$ cat config.mk
export PLATFORM = sky130hd
export DESIGN_NAME = alu_issue_stage
export DESIGN_NICKNAME = d
export VERILOG_FILES = /design/src/rtl/alu_issue_stage.sv
export SDC_FILE = /design/constraint.sdc
export NUM_CORES = 1
export LEC_CHECK = 0
export CAP_MARGIN = 20
export CELL_PAD_IN_SITES_DETAIL_PLACEMENT = 0
export CELL_PAD_IN_SITES_GLOBAL_PLACEMENT = 1
export CORE_ASPECT_RATIO = 2
export CORE_UTILIZATION = 30
export DETAILED_ROUTE_END_ITERATION = 16
export HOLD_SLACK_MARGIN = 0.03
export PLACE_DENSITY = 0.85
export SETUP_SLACK_MARGIN = 0.2
export SYNTH_ARGS = -nofsm -noshare
export SYNTH_HDL_FRONTEND = slang
export SYNTH_SLANG_ARGS = --single-unit
$ cat constraint.sdc
create_clock -name clk -period 5.29 [get_ports clk]
set_clock_uncertainty 0.15 [all_clocks]
set_input_delay 1.587 -clock clk [delete_from_list [all_inputs] [get_ports clk]]
set_output_delay 1.587 -clock clk [all_outputs]
set_load 0.01 [all_outputs]
$ cat src/rtl/alu_issue_stage.sv
// ID->EX issue register: decodes a MIPS instruction into ALU select/shamt/operands and
// registers them with stall, flush and illegal-opcode handling. Optional feature: ILLEGAL_CNT_EN.
module alu_issue_stage #(
    parameter int WIDTH = 32
) (
    input  logic             clk,
    input  logic             reset,
    input  logic             in_valid,
    output logic             in_ready,
    input  logic [31:0]      instr,
    input  logic [WIDTH-1:0] rs_data,
    input  logic [WIDTH-1:0] rt_data,
    input  logic             stall,
    input  logic             flush,
    output logic             out_valid,
    output logic [3:0]       alu_select,
    output logic [4:0]       alu_shamt,
    output logic [WIDTH-1:0] alu_a,
    output logic [WIDTH-1:0] alu_b,
    output logic             illegal
`ifdef ILLEGAL_CNT_EN
    ,
    output logic [15:0]      illegal_cnt
`endif
);

    typedef enum logic [3:0] {
        OP_ADD  = 4'b0000,
        OP_SUB  = 4'b0001,
        OP_MULT = 4'b0010,
        OP_SLL  = 4'b0011,
        OP_SRL  = 4'b0100,
        OP_AND  = 4'b0101,
        OP_SRLV = 4'b0110,
        OP_SRAV = 4'b0111,
        OP_SLLV = 4'b1000,
        OP_OR   = 4'b1001
    } alu_op_e;

    logic [5:0]       opcode;
    logic [5:0]       funct;
    logic [WIDTH-1:0] imm_sext;
    logic [WIDTH-1:0] imm_zext;
    logic [WIDTH-1:0] rs_shift;

    // Register-number fields are consumed upstream by the register file.
    logic             unused_fields;

    assign opcode        = instr[31:26];
    assign funct         = instr[5:0];
    assign imm_sext      = {{(WIDTH-16){instr[15]}}, instr[15:0]};
    assign imm_zext      = {{(WIDTH-16){1'b0}}, instr[15:0]};
    assign rs_shift      = {{(WIDTH-5){1'b0}}, rs_data[4:0]};
    assign unused_fields = ^instr[25:16];
    assign in_ready      = ~stall;

    logic             dec_legal;
    alu_op_e          dec_sel;
    logic [4:0]       dec_shamt;
    logic [WIDTH-1:0] dec_a;
    logic [WIDTH-1:0] dec_b;

    // NOTE: every always_comb output gets a default first so no path leaves it unassigned (no latch).
    always_comb begin
        dec_legal = 1'b0;
        dec_sel   = OP_ADD;
        dec_shamt = 5'd0;
        dec_a     = rs_data;
        dec_b     = rt_data;
        case (opcode)
            6'h00: begin
                case (funct)
                    6'h20, 6'h21: begin dec_legal = 1'b1; dec_sel = OP_ADD;  end
                    6'h22, 6'h23: begin dec_legal = 1'b1; dec_sel = OP_SUB;  end
                    6'h24:        begin dec_legal = 1'b1; dec_sel = OP_AND;  end
                    6'h25:        begin dec_legal = 1'b1; dec_sel = OP_OR;   end
                    6'h18:        begin dec_legal = 1'b1; dec_sel = OP_MULT; end
                    6'h00, 6'h02: begin
                        dec_legal = 1'b1;
                        dec_sel   = (funct == 6'h00) ? OP_SLL : OP_SRL;
                        dec_a     = rt_data;
                        dec_b     = '0;
                        dec_shamt = instr[10:6];
                    end
                    6'h04, 6'h06, 6'h07: begin
                        dec_legal = 1'b1;
                        dec_sel   = (funct == 6'h04) ? OP_SLLV :
                                    (funct == 6'h06) ? OP_SRLV : OP_SRAV;
                        dec_a     = rt_data;
                        dec_b     = rs_shift;
                    end
                    default: dec_legal = 1'b0;
                endcase
            end
            6'h08, 6'h09, 6'h23, 6'h2B: begin
                dec_legal = 1'b1;
                dec_sel   = OP_ADD;
                dec_b     = imm_sext;
            end
            6'h0C: begin dec_legal = 1'b1; dec_sel = OP_AND; dec_b = imm_zext; end
            6'h0D: begin dec_legal = 1'b1; dec_sel = OP_OR;  dec_b = imm_zext; end
            6'h04, 6'h05: begin dec_legal = 1'b1; dec_sel = OP_SUB; end
            default: dec_legal = 1'b0;
        endcase
    end

    // NOTE: state registers use non-blocking assignments so all flops update from pre-edge values.
    always_ff @(posedge clk) begin
        if (reset || flush) begin
            out_valid  <= 1'b0;
            alu_select <= 4'd0;
            alu_shamt  <= 5'd0;
            alu_a      <= '0;
            alu_b      <= '0;
            illegal    <= 1'b0;
        end else if (stall) begin
            illegal    <= 1'b0;
        end else if (in_valid && dec_legal) begin
            out_valid  <= 1'b1;
            alu_select <= dec_sel;
            alu_shamt  <= dec_shamt;
            alu_a      <= dec_a;
            alu_b      <= dec_b;
            illegal    <= 1'b0;
        end else begin
            // Idle cycle or undecodable instruction: load a bubble.
            out_valid  <= 1'b0;
            alu_select <= 4'd0;
            alu_shamt  <= 5'd0;
            alu_a      <= '0;
            alu_b      <= '0;
            illegal    <= in_valid;
        end
    end

`ifdef ILLEGAL_CNT_EN
    always_ff @(posedge clk) begin
        if (reset) begin
            illegal_cnt <= 16'd0;
        end else if (!flush && !stall && in_valid && !dec_legal && illegal_cnt != 16'hFFFF) begin
            illegal_cnt <= illegal_cnt + 16'd1;
        end
    end
`endif

endmodule

==> metrics.log, run 1 <==
INFO  metric run_status = finished, final reports clean
INFO  metric post_route_cells_drive_above_1_share = 0.102
INFO  metric power.internal = approximately 1.1 mW
INFO  metric remaining_max_slew_budget_at_the_tightest_pin = 0.314
INFO  metric timing.rr.end = alu_b[9]$_SDFFE_PP0N_
INFO  metric worst_slack_placed = just under 1000 ps
INFO  metric grt.total_usage = 0.202
INFO  metric fmax = 0.237 GHz
INFO  metric number_of_cells_on_the_worst_hold_path = 2
INFO  metric hold_path.class = reg2reg
INFO  metric avgViaCountPerCell = 5.19
INFO  metric antenna-diode-count = 0
INFO  metric timing_worst_slew_pin_value = 1020 ps
INFO  metric post_synth_instance_area = 3510 um2
INFO  metric finalSetupTns = 0 ps
INFO  metric setup_viol = 0
INFO  metric power_density = 256 nW/um2
INFO  metric syn-instance-count = 383
INFO  metric clkLatencyLatePin = 330 ps
INFO  metric cts.clk_slew.worst_paths = 50 ps
INFO  metric first_pass_grt_wire_length = 18.8 mm
INFO  metric area_of_the_die = 12200 um2
INFO  metric cts-htree-levels = 3
INFO  metric relative_contribution_of_sequential_cells_to_total_power = 0.393
INFO  metric drt_pass1_iterations = 5
INFO  metric synth_enable_flop_cells = 0
INFO  metric critical_path_peak_fanout = 3
INFO  metric ys_seq_area_frac = 0.427
INFO  metric net_load_switching_power = 317 uW
INFO  metric grt.overflow.total = 0
INFO  metric hold_end = alu_a[18]$_SDFFE_PP0N_
INFO  metric synthesis.area_per_instance = 9.18 um2
INFO  metric crit-reg2reg-launch = alu_b[9]$_SDFFE_PP0N_
INFO  metric tritoncts.num_buffers = 9
INFO  metric leakage = 1.80 nW
INFO  metric gate_power_share = 0.111
INFO  metric layout.cells.most_common = clkdlybuf4s50_1
INFO  metric critical_path_arrival = 2480 ps
INFO  metric num-nets-final = 635
INFO  metric clk_path_buf_depth = 2
INFO  metric synth_simple_gate_area_share = 0.144
INFO  metric startpoint_type = input port
INFO  metric tritoncts = yes
INFO  metric synth.lib_cells_used.distinct = 42
INFO  metric yosys.area.top_type = dfxtp_1
INFO  metric port-buffer-count = approximately 170
INFO  metric synth-warning-count = 0
INFO  metric die_height = 155 um
INFO  metric route.detailed.wl_per_inst = 17.7 um
INFO  metric final_critical_path_setup_slack = 1070 ps
INFO  metric cap_viol_max_count = 0
INFO  metric synth.top_cell.area_share = 0.427
INFO  metric asyncSetResetFlopFracSynth = 0
INFO  metric final_design_area_no_fill = 5650 um2
INFO  metric synth-compound-area-share = 0.284
INFO  metric chipWidth = 78.5 um
INFO  metric ys_top_cells_by_area = dfxtp_1 (43%), mux2i_1 (9.4%), nand2_1 (8.2%)
INFO  metric post_cts_setup_bufs = 0
INFO  metric core_area = 11400 um2
INFO  metric final_cell_mix = clkdlybuf4s50_1 (165), nand2_1 (77), dfxtp_1 (75), o21ai_1 (40), mux2i_1 (33)
INFO  metric post_dp_cell_area = 5270 um2
INFO  metric timing.setup.critical_path_class = in2out
INFO  metric postSynthNetCount = 484
INFO  metric area_growth_syn_to_layout = 60.7%
INFO  metric initial_util = 0.310
INFO  metric totalWireLength = 12.0 mm
INFO  metric drc = 0
INFO  metric clk_root_buffer_cell = clkbuf_16
INFO  metric clock_sink_count = 75
INFO  metric dpl.hpwl = 8.79 mm
INFO  metric detail-route-antenna-nets = 0
INFO  metric place_congestion = 0.872
INFO  metric part_of_the_total_power_dissipated_in_the_clock_network = 0.496
INFO  metric cts_hold_repair.buffers = 0
INFO  metric reg2regPathDepth = 2
INFO  metric layout.core_utilization = 0.497
INFO  metric timing.final.hold_violations = 0
INFO  metric post_synth_xor_area_fraction = 0.00249
INFO  metric synthFlopType = dfxtp_1
INFO  metric yosys-mux-area-fraction = 0.0940
INFO  metric slew_violations = 0
INFO  metric hold_path_startpoint = alu_a[18]$_SDFFE_PP0N_
INFO  metric ioPinCount = 177
INFO  metric regToRegSetupSlack = 4190 ps
INFO  metric total_of_flip_flops_plus_latches_after_synthesis = 75
INFO  metric drtIter0Drc = roughly 210
INFO  metric worstPathRequired = 3550 ps
INFO  metric antenna_found_initial = 0
INFO  metric critical_path.endpoint_type = primary output
INFO  metric final.period_utilization = 0.797
INFO  metric cts.repair.resized = 0
INFO  metric vias_in_the_first_global_route = roughly 3500
INFO  metric final.min_clock_period = 4220 ps
INFO  metric largest_net_degree_at_the_start_of_global_routing = 61
INFO  metric via_count = 3532
INFO  metric post_synth_fa_ha_maj_area_fraction = 0
INFO  metric max_ir_drop_vdd = about 0.18 mV
INFO  metric std_cell_rows = 55
INFO  metric synth_top_family_by_area = compound AO/OA/AOI/OAI gates
INFO  metric rsz_0062_raised_after_global_routing = false
INFO  metric power.share.switching = 0.219
power by group through the flow:
stage,clock (mW),sequential (mW),combinational (mW)
final,0.718,0.568,0.160
after global routing,0.764,0.568,0.172
after CTS,0.736,0.568,0.161
after detailed placement,0,0.581,0.160
after global placement,0,0.581,0.157
after floorplan,0,0.582,0.0607
how the worst max path moves through the flow:
stage | cells past startpoint | slack [ps] | startpoint | endpoint
final | 3 | 1070 | stall | in_ready
after detailed placement | 6 | 970 | instr[2] | alu_a[16]$_SDFFE_PP0N_
after CTS | 3 | 1070 | stall | in_ready
after global placement | 6 | 1070 | instr[2] | alu_select[0]$_SDFFE_PP0N_
after global routing | 3 | 1050 | stall | in_ready
after floorplan | 2 | 1650 | stall | in_ready
critical path, cell delays in order:
cell and delay, ps:
buf_2 100, inv_1 200, clkdlybuf4s50_1 590
cells by family (layout without fill, tap and decap cells):
family	after synthesis	after routing
AO/OA/AOI/OAI	124	124
AND/OR/NAND/NOR	113	113
flip-flops	75	75
buffers and inverters	37	193
multiplexers	33	33
XOR/XNOR	1	1
per-stage QoR:
| stage | hold slack [ps] | cells | power [mW] |
|---|---|---|---|
| floorplan | 320 | 383 | 0.643 |
| global placement | 286 | 664 | 0.738 |
| detailed placement | 292 | 664 | 0.741 |
| CTS | 302 | 680 | 1.47 |
| global route | 325 | 681 | 1.50 |
| finish | 296 | 681 | 1.45 |
registers in the layout (all words and copies together), names as in the netlist:
name / flops
alu_shamt: 5
illegal: 1
alu_select: 4
alu_a: 32
alu_b: 32
out_valid: 1
layout make-up:
type	instances	area (um2)
fill	1082	5710
sequential	75	1500
multi-input combinational	271	1860
clock inverter	6	111
tap	142	178
clock buffer	10	239
timing repair buffer	173	1740
inverter	4	15.0
Yosys cell counts, types with 2 or more instances:
library cell   n
nand2_1       77
a21oi_1        7
or3_4          2
inv_1          4
a221oi_1      21
a211oi_2      19
nor4b_1        2
o211ai_1       2
and2_1         4
buf_2         13
nor3_1         2
nor4_1         3
buf_6          2
mux2i_1       33
o21ai_1       40
dfxtp_1       75
a211oi_1       8
nand3_1        2
a222oi_1      10
nand2b_1       2
clkbuf_1      18
a22oi_1        5
a31oi_1        2
nor2_1        12
metal layers:
layer / GRT usage / routed length [um] / vias to the layer above
met5: 0 / 0 / -
met4: 0.0908 / 344 / 0
met3: 0.0364 / 440 / 19
met2: 0.380 / 6840 / 113
met1: 0.210 / 4400 / 1670
li1: - / - / 1730
Note: power is estimated with default switching activity, not from simulation.
==> run 2: changes to the inputs <==
--- a/config.mk
+++ b/config.mk
@@ -9,10 +9,10 @@
 export CELL_PAD_IN_SITES_DETAIL_PLACEMENT = 0
 export CELL_PAD_IN_SITES_GLOBAL_PLACEMENT = 1
 export CORE_ASPECT_RATIO = 2
-export CORE_UTILIZATION = 30
+export CORE_UTILIZATION = 29
 export DETAILED_ROUTE_END_ITERATION = 16
 export HOLD_SLACK_MARGIN = 0.03
-export PLACE_DENSITY = 0.85
+export PLACE_DENSITY = 0.82
 export SETUP_SLACK_MARGIN = 0.2
 export SYNTH_ARGS = -nofsm -noshare
 export SYNTH_HDL_FRONTEND = slang
==> constraint.sdc (replaced) <==
create_clock -name clk -period 4.1 [get_ports clk]
set_clock_uncertainty 0.15 [all_clocks]
set_input_delay 1.23 -clock clk [delete_from_list [all_inputs] [get_ports clk]]
set_output_delay 1.23 -clock clk [all_outputs]
set_load 0.01 [all_outputs]
==> metrics.log, run 2 (synthesized netlist as in run 1, its figures left out) <==
INFO  metric post_route_cells_drive_above_1_share = 0.112 (+0.00989)
INFO  metric slew_violations = 0 (unchanged)
INFO  metric fmax = 0.276 GHz
INFO  metric grt.overflow.total = 0 (unchanged)
INFO  metric startpoint_type = input port
INFO  metric rsz_0062_raised_after_global_routing = false
INFO  metric cts.clk_slew.worst_paths = 60 ps (about the same)
INFO  metric clock_sink_count = 75 (unchanged)
INFO  metric initial_util = 0.299 (-0.0110)
INFO  metric final.fill_count = 1138 (+5.2%)
INFO  metric critical_path.endpoint_type = flop
INFO  metric antenna-diode-count = 0 (unchanged)
INFO  metric timing.final.hold_violations = 0 (unchanged)
INFO  metric cts_hold_repair.buffers = 0 (unchanged)
INFO  metric antenna_found_initial = 0 (unchanged)
INFO  metric worst_slack_placed = 123 ps (-851 ps)
INFO  metric tritoncts = yes
INFO  metric route.detailed.wl_per_inst = 17.6 um (-0.12%)
INFO  metric place_congestion = 0.813 (-6.8%)
INFO  metric regToRegSetupSlack = 2980 ps (-1210 ps)
INFO  metric hold_path.class = reg2reg
INFO  metric final.min_clock_period = 3630 ps
INFO  metric finalSetupTns = 0 ps (unchanged)
INFO  metric clk_root_buffer_cell = clkbuf_16
INFO  metric ioPinCount = 177 (unchanged)
INFO  metric std_cell_rows = 56 (+1.8%)
INFO  metric chipWidth = 79.8 um (+1.7%)
INFO  metric setup_viol = 0 (unchanged)
INFO  metric final_cell_mix = clkdlybuf4s50_1 (165), nand2_1 (77), dfxtp_1 (75), o21ai_1 (40), mux2i_1 (33)
INFO  metric core_area = 11800 um2 (+3.7%)
INFO  metric tritoncts.num_buffers = 9 (unchanged)
INFO  metric critical_path_arrival = 3720 ps (+1240 ps)
INFO  metric die_height = 158 um (+1.7%)
INFO  metric drc = 0 (unchanged)
INFO  metric largest_net_degree_at_the_start_of_global_routing = 61 (unchanged)
INFO  metric drt_pass1_iterations = 4 (-1)
INFO  metric final.period_utilization = 0.885
INFO  metric cts-htree-levels = 3 (unchanged)
INFO  metric worst_setup_path_endpoint = alu_b[20]$_SDFFE_PP0N_
INFO  metric critical_path_peak_fanout = 18 (+15)
INFO  metric num-nets-final = 642 (+1.1%)
INFO  metric post_dp_cell_area = 5320 um2 (+0.97%)
INFO  metric layout_top_registers = alu_a: 32 flops, alu_b: 32 flops, alu_shamt: 5 flops
INFO  metric reg2regPathDepth = 2 (unchanged)
INFO  metric port-buffer-count = 166 (unchanged)
INFO  metric vias_in_the_first_global_route = 3653 (+3.3%)
INFO  metric cts.repair.resized = 0 (unchanged)
INFO  metric power_density = 300 nW/um2 (+17%)
INFO  metric final_design_area_no_fill = 5600 um2 (-0.84%)
INFO  metric timing.critical_path.from = instr[2]
INFO  metric clkLatencyLatePin = 330 ps (about the same)
INFO  metric first_pass_grt_wire_length = 18.6 mm (-0.67%)
INFO  metric totalWireLength = 12.2 mm (+1.2%)
INFO  metric final_critical_path_setup_slack = 471 ps (-603 ps)
INFO  metric layout.cells.most_common = clkdlybuf4s50_1
INFO  metric max_ir_drop_vdd = 0.178 mV (-0.99%)
INFO  metric run_status = finished, final reports clean
INFO  metric timing.rr.end = alu_b[8]$_SDFFE_PP0N_
INFO  metric drtIter0Drc = 190 (-11%)
INFO  metric dpl.hpwl = 9.17 mm (+4.3%)
INFO  metric worstPathRequired = 4190 ps (+640 ps)
INFO  metric grt.total_usage = 0.196 (-0.00550)
INFO  metric via_count = 3578 (+1.3%)
INFO  metric remaining_max_slew_budget_at_the_tightest_pin = 0.325 (+0.0108)
INFO  metric post_cts_setup_bufs = 0 (unchanged)
INFO  metric avgViaCountPerCell = 5.19 (about the same)
INFO  metric timing.setup.critical_path_class = in2reg
INFO  metric crit-reg2reg-launch = alu_b[8]$_SDFFE_PP0N_
INFO  metric area_of_the_die = 12600 um2 (+3.4%)
INFO  metric clk_path_buf_depth = 2 (unchanged)
INFO  metric detail-route-antenna-nets = 0 (unchanged)
INFO  metric area_growth_syn_to_layout = 59.3%
INFO  metric timing_worst_slew_pin_value = 1010 ps (-16.1 ps)
INFO  metric leakage = 1.78 nW (-0.79%)
INFO  metric cap_viol_max_count = 0 (unchanged)
## run 2: changes by cell type in the layout (fill, tap and decap cells not counted), sizes merged
cell    previous run  this run
clkinv             1         3
inv                5         4
buf                8        15
bufinv             3         0
clkbuf            10        11
## run 2: worst min path at each step
stage	startpoint	endpoint	slack, ps	cells past startpoint
2_1_floorplan	alu_select[2]$_SDFFE_PP0N_	alu_select[2]$_SDFFE_PP0N_	320	2
3_3_place_gp	alu_a[25]$_SDFFE_PP0N_	alu_a[25]$_SDFFE_PP0N_	290	2
3_5_place_dp	alu_a[30]$_SDFFE_PP0N_	alu_a[30]$_SDFFE_PP0N_	290	2
4_1_cts	alu_a[30]$_SDFFE_PP0N_	alu_a[30]$_SDFFE_PP0N_	300	2
5_1_grt	alu_a[3]$_SDFFE_PP0N_	alu_a[3]$_SDFFE_PP0N_	320	2
6_report	alu_a[30]$_SDFFE_PP0N_	alu_a[30]$_SDFFE_PP0N_	290	2
## run 2: routing by layer
layer  global-route usage  share of wire  up-vias  wire length (um)
met5                    0              0        -                 0
met4                0.105          0.043        0               518
met3               0.0340          0.040       33               493
met2                0.376           0.56      111              6850
met1                0.192           0.35     1695              4310
li1                     -              -     1739                 -
## run 2: final cells by class
type,count,area [um2],area share
sequential,75,1500,0.268
multi-input combinational,271,1860,0.332
clock buffer,11,253,0.0451
tap,145,181,0.0324
timing repair buffer,180,1760,0.315
clock inverter,4,26.3,0.00469
inverter,4,15.0,0.00268
## run 2: power breakdown
| group | switching (mW) | internal (mW) |
|---|---|---|
| Clock | 0.301 | 0.438 |
| Sequential | 0.00174 | 0.732 |
| Combinational | 0.0937 | 0.116 |
## run 2: critical path: stages
cell,delay (ps)
clkdlybuf4s50_1,580
and2_1,290
o2111a_2,270
nor2_2,640
buf_4,350
a221oi_1,100
a211oi_1,240
## run 2: metrics by stage
stage / util / hold slack [ps] / cells / power, mW
6_report: 0.476 / 294 / 690 / 1.68
3_3_place_gp: 0.452 / 286 / 675 / 0.956
5_1_grt: 0.476 / 324 / 690 / 1.75
2_1_floorplan: - / 320 / 383 / 0.829
4_1_cts: 0.476 / 301 / 690 / 1.71
3_5_place_dp: 0.452 / 293 / 675 / 0.960
